### src/rtl/emif_lb_pkg.sv
// emif_lb_pkg
//   Shared types and constants for the linebuffer EMIF arbiter slice.
//   - arb_state_t  : command-bus ownership state of the arbiter
//   - EMIF_*_W     : default Avalon widths (word address, data, burstcount)
//   - EMIF_LB_BASE : top address bits of the linebuffer region in EMIF space
package emif_lb_pkg;

   localparam int EMIF_ADDR_W = 28;
   localparam int EMIF_DATA_W = 256;
   localparam int EMIF_BC_W   = 6;

   // Linebuffer region occupies the 3 MSBs of the 28-bit word address.
   localparam logic [2:0] EMIF_LB_BASE = 3'b001;

   typedef enum logic [1:0] {
      IDLE     = 2'd0,
      WR_BURST = 2'd1,
      RD_CMD   = 2'd2
   } arb_state_t;

endpackage

### src/rtl/emif_lb_arbiter_if.sv
// emif_lb_arbiter_if
//   Bundle of the three Avalon-MM burst ports around the arbiter:
//   write master (wr_*), read master (rd_* plus rd_urgent) and EMIF bridge
//   (emif_*).
//   Handshake: a command transfers on a cycle where read/write is high and
//   waitrequest is low; while waitrequest is high the master holds address,
//   burstcount and write data stable. Read data has no back-pressure: a beat
//   is delivered on every cycle with readdatavalid high.
//   Modports:
//   - slave  : the arbiter's view (consumes master commands, drives EMIF)
//   - master : the system's view (the two masters and the EMIF bridge)
interface emif_lb_arbiter_if import emif_lb_pkg::*; #(
   parameter int ADDR_W = EMIF_ADDR_W,
   parameter int DATA_W = EMIF_DATA_W,
   parameter int BC_W   = EMIF_BC_W
);

   logic [ADDR_W-1:0] wr_addr;
   logic              wr_write;
   logic [BC_W-1:0]   wr_burstcount;
   logic [DATA_W-1:0] wr_wdata;
   logic              wr_waitrequest;

   logic [ADDR_W-1:0] rd_addr;
   logic              rd_read;
   logic [BC_W-1:0]   rd_burstcount;
   logic              rd_waitrequest;
   logic [DATA_W-1:0] rd_rdata;
   logic              rd_readdatavalid;
   logic              rd_urgent;

   logic [ADDR_W-1:0] emif_addr;
   logic              emif_read;
   logic              emif_write;
   logic [BC_W-1:0]   emif_burstcount;
   logic [DATA_W-1:0] emif_wdata;
   logic              emif_waitrequest;
   logic [DATA_W-1:0] emif_rdata;
   logic              emif_readdatavalid;

   modport slave (
      input  wr_addr, wr_write, wr_burstcount, wr_wdata,
      input  rd_addr, rd_read, rd_burstcount, rd_urgent,
      input  emif_waitrequest, emif_rdata, emif_readdatavalid,
      output wr_waitrequest, rd_waitrequest, rd_rdata, rd_readdatavalid,
      output emif_addr, emif_read, emif_write, emif_burstcount, emif_wdata
   );

   modport master (
      output wr_addr, wr_write, wr_burstcount, wr_wdata,
      output rd_addr, rd_read, rd_burstcount, rd_urgent,
      output emif_waitrequest, emif_rdata, emif_readdatavalid,
      input  wr_waitrequest, rd_waitrequest, rd_rdata, rd_readdatavalid,
      input  emif_addr, emif_read, emif_write, emif_burstcount, emif_wdata
   );

endinterface

### src/rtl/emif_rd_credit.sv
// emif_rd_credit
//   Counts read beats in flight between command acceptance and data return.
//   Ports:
//   - i_clk, i_rst        : clock, async active-high reset
//   - i_add, i_add_bc     : read command accepted with this burstcount
//   - i_sub               : one read beat returned this cycle
//   - i_check_bc          : burstcount to test against the credit limit
//   - o_cnt               : beats currently in flight
//   - o_can_issue         : o_cnt + i_check_bc fits within MAX_OUT
//   - o_err_underflow     : sticky, a beat returned with nothing in flight
module emif_rd_credit #(
   parameter int BC_W    = 6,
   parameter int CNT_W   = 7,
   parameter int MAX_OUT = 64
)(
   input  logic             i_clk,
   input  logic             i_rst,
   input  logic             i_add,
   input  logic [BC_W-1:0]  i_add_bc,
   input  logic             i_sub,
   input  logic [BC_W-1:0]  i_check_bc,
   output logic [CNT_W-1:0] o_cnt,
   output logic             o_can_issue,
   output logic             o_err_underflow
);

   logic [CNT_W-1:0] r_cnt;
   logic             r_err;
   logic [CNT_W:0]   w_sum;
   logic [CNT_W:0]   w_check;
   logic [CNT_W-1:0] w_next;
   logic             w_underflow;

   // Add first, then subtract: a same-cycle accept and return nets to
   // cnt + bc - 1 and only underflows if nothing was in flight at all.
   assign w_sum       = {1'b0, r_cnt} + (i_add ? (CNT_W+1)'(i_add_bc) : '0);
   assign w_underflow = i_sub && (w_sum == '0);
   assign w_next      = w_underflow ? '0 :
                        CNT_W'(i_sub ? (w_sum - (CNT_W+1)'(1)) : w_sum);

   assign w_check     = {1'b0, r_cnt} + (CNT_W+1)'(i_check_bc);
   assign o_can_issue = (w_check <= (CNT_W+1)'(MAX_OUT));

   always_ff @(posedge i_clk or posedge i_rst) begin
      if (i_rst) begin
         r_cnt <= '0;
         r_err <= 1'b0;
      end else begin
         r_cnt <= w_next;
         if (w_underflow) r_err <= 1'b1;
      end
   end

   assign o_cnt           = r_cnt;
   assign o_err_underflow = r_err;

endmodule

### src/rtl/emif_lb_arbiter.sv
// emif_lb_arbiter
//   Shares one EMIF Avalon-MM burst port between the linebuffer capture-write
//   master and output-read master. A write owns the bus for its whole burst;
//   a read owns it only for its command cycle. Read beats in flight are
//   capped, and rd_urgent lets the read side win ties in IDLE.
//   Ports:
//   - emif_br_clk, emif_br_reset : clock, async active-high reset
//   - bus                        : wr_*/rd_*/emif_* ports (slave modport)
//   - rd_outstanding             : read beats in flight
//   - grant_wr, grant_rd         : current command-bus owner
//   - dbg_state                  : FSM state
//   - dbg_err_underflow          : sticky, read beat returned at count 0
module emif_lb_arbiter import emif_lb_pkg::*; #(
   parameter int BC_W               = EMIF_BC_W,
   parameter int MAX_BURST          = 32,
   parameter int RD_MAX_OUTSTANDING = 64
)(
   input  logic                    emif_br_clk,
   input  logic                    emif_br_reset,
   emif_lb_arbiter_if.slave        bus,
   output logic [6:0]              rd_outstanding,
   output logic                    grant_wr,
   output logic                    grant_rd,
   output arb_state_t              dbg_state,
   output logic                    dbg_err_underflow
);

   arb_state_t      r_state, w_next_state;
   logic [BC_W-1:0] r_beats, w_beats_next;
   logic            r_last_rd, w_last_rd_next;   // 0: write granted last
   logic            w_rd_add;
   logic            w_can_issue;
   logic            w_wr_req, w_rd_req;
   logic            w_pick_wr, w_pick_rd;

   emif_rd_credit #(
      .BC_W    (BC_W),
      .CNT_W   (7),
      .MAX_OUT (RD_MAX_OUTSTANDING)
   ) u_credit (
      .i_clk           (emif_br_clk),
      .i_rst           (emif_br_reset),
      .i_add           (w_rd_add),
      .i_add_bc        (bus.rd_burstcount),
      .i_sub           (bus.emif_readdatavalid),
      .i_check_bc      (bus.rd_burstcount),
      .o_cnt           (rd_outstanding),
      .o_can_issue     (w_can_issue),
      .o_err_underflow (dbg_err_underflow)
   );

   // Illegal burstcounts are simply never granted; the master stalls.
   assign w_wr_req = bus.wr_write && (bus.wr_burstcount != '0) &&
                     (32'(bus.wr_burstcount) <= 32'(MAX_BURST));
   assign w_rd_req = bus.rd_read && (bus.rd_burstcount != '0) &&
                     (32'(bus.rd_burstcount) <= 32'(MAX_BURST)) && w_can_issue;

   // Read wins a tie when urgent or when write had the previous grant.
   assign w_pick_rd = w_rd_req && (!w_wr_req || bus.rd_urgent || !r_last_rd);
   assign w_pick_wr = w_wr_req && !w_pick_rd;

   always_ff @(posedge emif_br_clk or posedge emif_br_reset) begin
      if (emif_br_reset) begin
         r_state   <= IDLE;
         r_beats   <= '0;
         r_last_rd <= 1'b0;
      end else begin
         r_state   <= w_next_state;
         r_beats   <= w_beats_next;
         r_last_rd <= w_last_rd_next;
      end
   end

   always_comb begin
      w_next_state        = r_state;
      w_beats_next        = r_beats;
      w_last_rd_next      = r_last_rd;
      w_rd_add            = 1'b0;
      // Idle bus still carries the write master's address/data.
      bus.emif_addr       = bus.wr_addr;
      bus.emif_burstcount = bus.wr_burstcount;
      bus.emif_wdata      = bus.wr_wdata;
      bus.emif_read       = 1'b0;
      bus.emif_write      = 1'b0;
      bus.wr_waitrequest  = 1'b1;
      bus.rd_waitrequest  = 1'b1;

      case (r_state)
         IDLE: begin
            if (w_pick_rd) begin
               w_next_state   = RD_CMD;
               w_last_rd_next = 1'b1;
            end else if (w_pick_wr) begin
               w_next_state   = WR_BURST;
               w_beats_next   = bus.wr_burstcount;
               w_last_rd_next = 1'b0;
            end
         end
         WR_BURST: begin
            bus.emif_write     = bus.wr_write;
            bus.wr_waitrequest = bus.emif_waitrequest;
            if (bus.wr_write && !bus.emif_waitrequest) begin
               w_beats_next = r_beats - BC_W'(1);
               if (r_beats == BC_W'(1)) w_next_state = IDLE;
            end
         end
         RD_CMD: begin
            bus.emif_addr       = bus.rd_addr;
            bus.emif_burstcount = bus.rd_burstcount;
            bus.emif_read       = bus.rd_read;
            bus.rd_waitrequest  = bus.emif_waitrequest;
            if (bus.rd_read && !bus.emif_waitrequest) begin
               w_rd_add     = 1'b1;
               w_next_state = IDLE;
            end
         end
         default: w_next_state = IDLE;
      endcase
   end

   assign bus.rd_rdata         = bus.emif_rdata;
   assign bus.rd_readdatavalid = bus.emif_readdatavalid;

   assign grant_wr  = (r_state == WR_BURST);
   assign grant_rd  = (r_state == RD_CMD);
   assign dbg_state = r_state;

endmodule

### src/flat_wrapper.sv
// flat-port wrapper written by rule: the top's interface ports become plain ports
module emif_lb_arbiter_flat import emif_lb_pkg::*;
#(
   parameter int BC_W               = EMIF_BC_W,
   parameter int MAX_BURST          = 32,
   parameter int RD_MAX_OUTSTANDING = 64
)
  (emif_br_clk, emif_br_reset, rd_outstanding, grant_wr, grant_rd, dbg_state, dbg_err_underflow, bus_wr_addr, bus_wr_write, bus_wr_burstcount, bus_wr_wdata, bus_rd_addr, bus_rd_read, bus_rd_burstcount, bus_rd_urgent, bus_emif_waitrequest, bus_emif_rdata, bus_emif_readdatavalid, bus_wr_waitrequest, bus_rd_waitrequest, bus_rd_rdata, bus_rd_readdatavalid, bus_emif_addr, bus_emif_read, bus_emif_write, bus_emif_burstcount, bus_emif_wdata);
  emif_lb_arbiter_if #(.BC_W(BC_W)) bus_i ();
  input  logic emif_br_clk;
  input  logic emif_br_reset;
  output logic [6:0] rd_outstanding;
  output logic grant_wr;
  output logic grant_rd;
  output arb_state_t dbg_state;
  output logic dbg_err_underflow;
  input wire logic [$bits(bus_i.wr_addr)-1:0] bus_wr_addr;
  input wire logic [$bits(bus_i.wr_write)-1:0] bus_wr_write;
  input wire logic [$bits(bus_i.wr_burstcount)-1:0] bus_wr_burstcount;
  input wire logic [$bits(bus_i.wr_wdata)-1:0] bus_wr_wdata;
  input wire logic [$bits(bus_i.rd_addr)-1:0] bus_rd_addr;
  input wire logic [$bits(bus_i.rd_read)-1:0] bus_rd_read;
  input wire logic [$bits(bus_i.rd_burstcount)-1:0] bus_rd_burstcount;
  input wire logic [$bits(bus_i.rd_urgent)-1:0] bus_rd_urgent;
  input wire logic [$bits(bus_i.emif_waitrequest)-1:0] bus_emif_waitrequest;
  input wire logic [$bits(bus_i.emif_rdata)-1:0] bus_emif_rdata;
  input wire logic [$bits(bus_i.emif_readdatavalid)-1:0] bus_emif_readdatavalid;
  output wire logic [$bits(bus_i.wr_waitrequest)-1:0] bus_wr_waitrequest;
  output wire logic [$bits(bus_i.rd_waitrequest)-1:0] bus_rd_waitrequest;
  output wire logic [$bits(bus_i.rd_rdata)-1:0] bus_rd_rdata;
  output wire logic [$bits(bus_i.rd_readdatavalid)-1:0] bus_rd_readdatavalid;
  output wire logic [$bits(bus_i.emif_addr)-1:0] bus_emif_addr;
  output wire logic [$bits(bus_i.emif_read)-1:0] bus_emif_read;
  output wire logic [$bits(bus_i.emif_write)-1:0] bus_emif_write;
  output wire logic [$bits(bus_i.emif_burstcount)-1:0] bus_emif_burstcount;
  output wire logic [$bits(bus_i.emif_wdata)-1:0] bus_emif_wdata;
  assign bus_i.wr_addr = bus_wr_addr;
  assign bus_i.wr_write = bus_wr_write;
  assign bus_i.wr_burstcount = bus_wr_burstcount;
  assign bus_i.wr_wdata = bus_wr_wdata;
  assign bus_i.rd_addr = bus_rd_addr;
  assign bus_i.rd_read = bus_rd_read;
  assign bus_i.rd_burstcount = bus_rd_burstcount;
  assign bus_i.rd_urgent = bus_rd_urgent;
  assign bus_i.emif_waitrequest = bus_emif_waitrequest;
  assign bus_i.emif_rdata = bus_emif_rdata;
  assign bus_i.emif_readdatavalid = bus_emif_readdatavalid;
  assign bus_wr_waitrequest = bus_i.wr_waitrequest;
  assign bus_rd_waitrequest = bus_i.rd_waitrequest;
  assign bus_rd_rdata = bus_i.rd_rdata;
  assign bus_rd_readdatavalid = bus_i.rd_readdatavalid;
  assign bus_emif_addr = bus_i.emif_addr;
  assign bus_emif_read = bus_i.emif_read;
  assign bus_emif_write = bus_i.emif_write;
  assign bus_emif_burstcount = bus_i.emif_burstcount;
  assign bus_emif_wdata = bus_i.emif_wdata;
  emif_lb_arbiter #(.BC_W(BC_W), .MAX_BURST(MAX_BURST), .RD_MAX_OUTSTANDING(RD_MAX_OUTSTANDING)) u_core (.emif_br_clk(emif_br_clk), .emif_br_reset(emif_br_reset), .bus(bus_i), .rd_outstanding(rd_outstanding), .grant_wr(grant_wr), .grant_rd(grant_rd), .dbg_state(dbg_state), .dbg_err_underflow(dbg_err_underflow));
endmodule
### config.mk
export PLATFORM = sky130hd
export DESIGN_NAME = emif_lb_arbiter_flat
export DESIGN_NICKNAME = d
export VERILOG_FILES = /design/src/rtl/emif_lb_pkg.sv /design/src/rtl/emif_lb_arbiter_if.sv /design/src/rtl/emif_rd_credit.sv /design/src/rtl/emif_lb_arbiter.sv /design/src/flat_wrapper.sv
export SDC_FILE = /design/constraint.sdc
export NUM_CORES = 1
export LEC_CHECK = 0
export BUFFER_PORTS_ARGS = -buffer_cell sky130_fd_sc_hd__buf_2
export CAP_MARGIN = 20
export CORE_AREA = 2 2 451 453
export CTS_BUF_LIST = sky130_fd_sc_hd__clkbuf_2
export CTS_CLUSTER_SIZE = 30
export DETAILED_ROUTE_END_ITERATION = 8
export DIE_AREA = 0 0 453 455
export SYNTH_ARGS = -nofsm -noshare
export SYNTH_HDL_FRONTEND = slang
export SYNTH_SLANG_ARGS = --single-unit
### constraint.sdc
create_clock -name emif_br_clk -period 4.8 [get_ports emif_br_clk]
set_clock_uncertainty 0.1 [all_clocks]
set_input_delay 0.24 -clock emif_br_clk [delete_from_list [all_inputs] [get_ports emif_br_clk]]
set_output_delay 0.24 -clock emif_br_clk [all_outputs]
set_load 0.03 [all_outputs]
; ---- Word level (Yosys, flattened, before mapping)
; Cells that the tools add are included.
[word_totals]
ff_bits = 17
inputBits = 587
output_inout_bits = 563
wordCells = 69
[classes]
addsub = 4
n_lt_le_gt_ge = 3
eq_ne = 9
mux = 23
n_reduce_logical = 25
[op_table]
columns = cell, count
row1 = $mux 6, 5
row2 = $mux 28, 1
row3 = $add 7x6->8, 2
row4 = $mux 7, 2
row5 = $le 6x6->1 const B, 2
row6 = $pmux 6 s2, 1
row7 = $reduce_bool 6->1, 2
row8 = $logic_and 1x1->1, 10
row9 = $mux 2, 5
row10 = $le 8x7->1 const B, 1
row11 = $logic_not 8->1, 1
row12 = $mux 1, 8
row13 = $ne 2x1->1 const B, 4
row14 = $reduce_and 4->1, 2
row15 = $sub 7x1->7 const B, 1
row16 = $eq 6x1->1 const B, 1
row17 = $pmux 2 s3, 1
row18 = $sub 6x1->6 const B, 1
row19 = $logic_not 1->1, 4
row20 = $reduce_bool 2->1, 2
row21 = $ne 3x1->1 const B, 1
row22 = $eq 2x1->1 const B, 1
row23 = $eq 2x2->1 const B, 1
row24 = $logic_not 2->1, 1
row25 = 3 further kinds, 4

; ---- Depth between registers and ports, before layout
[depth]
depth_word = 12
mapped_depth = 14
ltp_nobuf = 11

; ---- Modules after synthesis
; A second synthesis with hierarchy kept.
[unflattened]
cells_unflattened = 754
area_unflattened_um2 = 5970.7
[modules_own_cells]
columns = mod, instances, cells_each, area_per_inst_um2
row1 = emif_lb_arbiter, 1, 639, 4969.8
row2 = emif_rd_credit, 1, 115, 1001.0

; ---- Least setup slack after synthesis
; No wires, ideal clock.
[synth_path]
path_kind = reg-to-reg
start = reg u_core.r_state[0], in the netlist u_core.dbg_state[0]
end = reg u_core.u_credit.r_err, in the netlist u_core.u_credit.o_err_underflow
setup_time_ns = 0.127
arrival_time_ns = 3.299
t_required_ns = 4.573
slack_ns = 1.274
path_stages_with_launch = 15
period_less_slack_ns = 3.526
path_cell_list = dfrtp_1 > nand2b_1 > clkbuf_1 > inv_1 > clkbuf_1 > and3_1 > ha_1 > fa_1 > a21o_1 > a21oi_1 > xnor2_1 > nor3_1 > and4_1 > clkbuf_1 > or2_2
[synth_between]
elab_chain_cells = 6
[synth_lines]
columns = element, line
row1 = "start, declared", emif_lb_arbiter.sv:28  ; arb_state_t r_state, w_next_state;
row2 = "start signal, assigned", emif_lb_arbiter.sv:68  ; r_state <= w_next_state;
row3 = $eq 2x2->1, emif_lb_arbiter.sv:88  ; case (r_state)
row4 = $mux 1, emif_lb_arbiter.sv:88
row5 = $mux 6, emif_rd_credit.sv:36  ; assign w_sum = {1'b0, r_cnt} + (i_add ? (CNT_W+1)'(i_add_bc) : '0);
row6 = $add 7x6->8, emif_rd_credit.sv:36
row7 = $logic_not 8->1, emif_rd_credit.sv:37  ; assign w_underflow = i_sub && (w_sum == '0);
row8 = $logic_and 1x1->1, emif_rd_credit.sv:37
row9 = "end signal, assigned", emif_rd_credit.sv:47  ; r_err <= 1'b0;
row10 = "end signal, assigned", emif_rd_credit.sv:50  ; if (w_underflow) r_err <= 1'b1;
row11 = "end, declared", emif_rd_credit.sv:28  ; logic r_err;
; No other way between the ends.
; A chain may end at the register's enable or synchronous reset.

; ---- Worst setup path in the final report
; Ends and elaborated chain as after synthesis.

==> results.yml <==
power_and_ir_drop:
  ir_drop_mv: 0.138
  leakage_nw: 1.59
  power_density_nw_per_um2: 258
final_layout:
  nNetsFinal: 1053
  layout-drive-gt1-share: 0.313
  area_delta_synth_final_pct: 3.20
timing:
  tns_ns: 0
  maxSlewViolCount: 0
  fin_crit_sh: 0.643
  rsz0062_at_grt: "no"
  worst_pin_slew_ns: 0.791
  slew_headroom: 0.472
  hold_viol_final: 0
  setup_violations: 0
  min_period_ns: 3.08
  clock.fmax_mhz: 324
  fin_hold_ws_ns: 0.203
worst_setup_path:
  path_depth: 11
  critPathMaxStageDelay_ns: 0.46
  cp.buffers_inverters: 1
  crit_path_top_delay_cell: "dfrtp_1"
  crit_type: "flop to flop"
  crit_path_start: "u_core.dbg_state[0]"
  cp_cell_sequence: "nand2b_2, inv_2, and3_1, ha_1, fa_1, a21o_1, a21oi_1, nor2_1, a311oi_1, and4_1, or2_2"
  endpoint: "u_core.u_credit.o_err_underflow"
  rr_worst_depth: 11
  critPathLaunchType: "flop"
  rrSetupSlack_ns: 1.72
  worstPathArrival_ns: 3.27
  cp_top_family: "simple AND/OR/NAND/NOR gates"
  worstReg2RegEnd: "u_core.u_credit.o_err_underflow"
  required_ns: 4.98
  reg2reg_from: "u_core.dbg_state[0]"
  critical_path_peak_fanout: 7
  cp-end-kind: "flop"
routing:
  wl_mm: 139
  drt-initial-drc-count: 295
  drc_errors: 0
  viasPerCell: 1.36
  vias: 4267
  ant_nets: 0
  dr.pass1.iters: 4
  wl_per_cell_microns: 44.2
die:
  core.rowCount: 165
  dieArea_sq_um: 206000
  dieHeight_microns: 455
  die_w_microns: 453
  ios: 1150
  fp.coreArea_sq_um: 201000
  start_util: 0.0301
place:
  dp_hpwl_mm: 134
  port_buffers: 125
  place.gp.congestion: 0.852
synth:
  synth_cell_types: 55
  async_flop_share: 1.00
  synth_warnings: 0
  synth_area_sq_um: 6050
  synth_nets: 1445
  yosys.area_share.simple: 0.137
  synth_area_leader_cell: "buf_4"
  synth-seq-cells: 17
  synth_compound_area_frac: 0.0818
  synth_edf_count: 0
  synthMuxAreaShare: 0.00165
  synth_top_area_share: 0.636
  yosysSeqAreaShare: 0.0703
  syn_area_per_cell_sq_um: 7.21
  synthCells: 840
  synth.area.top_cells: "buf_4 (64%), nand2_1 (7.6%), dfrtp_1 (7.0%)"
  synth-xor-area-share: 0.0174
  synth-main-ff-cell: "dfrtp_1"
  synth_top_family_by_area: "buffers and inverters"
  synth_fa_ha_area_frac: 0.0397
grt:
  grt_pass1_wl_mm: 146
  grt-ovfl-total: 0
  grt_pass1_vias: 3645
  grt_max_degree: 38
  antenna_found_initial: 31
  track_usage: 0.129
cts:
  cts_tree: "yes"
  clock-sinks: 17
  worstSkewPairLatency_ns: 0.33
  cts.reportedPaths.clkPinSlew_ns: 0.20
  cts_buffers: 3
  clockBufferDepth: 2
  cts-root-buf: "clkbuf_2"
  cts_setup_buffers: 0
  cts_max_level: 1
min_path:
  hold_path.class: "primary input to flop"
status:
  status: "completed"
job:
  maxCapViolations: 0
state kept, by name, summed over array words and instances (netlist names):
| signal | count |
|---|---|
| u_core.u_credit.o_err_underflow | 1 |
| u_core.u_credit.o_cnt | 7 |
| u_core.dbg_state | 2 |
| u_core.r_last_rd | 1 |
| u_core.r_beats | 6 |
power by group:
part,internal (mW),switching (mW)
clock network,0.0220,0.0543
registers,0.205,0.0911
logic,0.347,0.894
Yosys cell counts, types with 2 or more instances:
master / count
buf_4: 513
nand2_1: 123
nor2_1: 25
dfrtp_1: 17
ha_1: 16
inv_1: 14
xnor2_1: 10
a21oi_1: 9
clkbuf_1: 9
o21ai_0: 9
a211oi_1: 7
nand2b_1: 7
and3_1: 6
o2111ai_1: 5
or3_1: 5
a21o_1: 4
nand3_1: 4
nor3_1: 4
o211ai_1: 4
a2111oi_0: 3
a31oi_1: 3
and2_1: 3
buf_1: 2
fa_1: 2
nor3b_1: 2
o2111a_1: 2
o21a_1: 2
o22a_1: 2
xor2_1: 2
metal layers:
metal | up-vias | GRT usage | share of wire
li1 | 1398 | - | -
met1 | 1650 | 0.0507 | 0.14
met2 | 1085 | 0.220 | 0.49
met3 | 112 | 0.219 | 0.36
met4 | 22 | 0.0160 | 0.013
met5 | - | 0.0230 | 0.0045
worst min-delay path: cells and delay by family:
kind / cells / cell delay, ns
buffers and inverters: 1 / 0.12
AO/OA/AOI/OAI: 1 / 0.08
AND/OR/NAND/NOR: 3 / 0.16
area by class of cell:
class,count,area [sq um]
diodes,30,75.1
fillers,24100,195000
multi-input cells,284,1680
inverters,14,52.6
well taps,2672,3340
repair buffers,128,651
flip-flops and latches,17,425
clock buffers,4,20.0
kinds of logic (layout without fill, tap and decap cells):
kind of cell	count (synthesis)	count (layout)
compound gates	63	63
xor+xnor	12	12
fa+ha+maj	18	18
buf+inv	539	146
flops	17	17
mux	1	1
other cells	0	30
simple gates	190	190
stage by stage:
step | worst slack (ns) | cells | total power [mW] | area (sq um) | util
2_1_floorplan | 1.27 | 840 | 1.80 | 6050 | -
3_5_place_dp | 1.78 | 3114 | 1.59 | 6140 | 0.0305
4_1_cts | 1.73 | 3119 | 1.67 | 6170 | 0.0307
6_report | 1.72 | 3149 | 1.61 | 6250 | 0.0310
3_3_place_gp | 1.78 | 3114 | 1.59 | 6140 | 0.0305
5_1_grt | 1.47 | 3122 | 1.75 | 6180 | 0.0307
placed cells by master, fill, tap and decap left out, types with 4 or more instances in the layout:
| cell type | count |
|---|---|
| a211oi_1 | 7 |
| a21o_1 | 4 |
| a21oi_1 | 9 |
| and3_1 | 6 |
| buf_2 | 125 |
| clkbuf_2 | 4 |
| dfrtp_1 | 17 |
| diode_2 | 30 |
| ha_1 | 16 |
| inv_1 | 13 |
| nand2_1 | 123 |
| nand2b_1 | 6 |
| nand3_1 | 4 |
| nor2_1 | 25 |
| nor3_1 | 4 |
| o2111ai_1 | 5 |
| o211ai_1 | 4 |
| o21ai_0 | 9 |
| or3_1 | 5 |
| xnor2_1 | 10 |
worst min-delay path by stage:
stage               slack (ns)             endpoint  cells after the start                 start
floorplan                 0.07  u_core.dbg_state[0]                      1         emif_br_reset
global placement          0.32    u_core.r_beats[4]                      2         emif_br_reset
detailed placement        0.32    u_core.r_beats[3]                      2         emif_br_reset
CTS                       0.21  u_core.dbg_state[0]                      5  bus_emif_waitrequest
global route              0.22  u_core.dbg_state[1]                      3  bus_emif_waitrequest
finish                    0.20  u_core.dbg_state[0]                      5  bus_emif_waitrequest
timing repair:
| item | in CTS | in global routing |
|---|---|---|
| hold endpoints to repair | 17 | 0 |
| setup endpoints to repair | 0 | 0 |
| gates resized for setup | 0 | 0 |
| hold buffers | 1 | 0 |
Note: power is estimated with default switching activity, not from simulation.
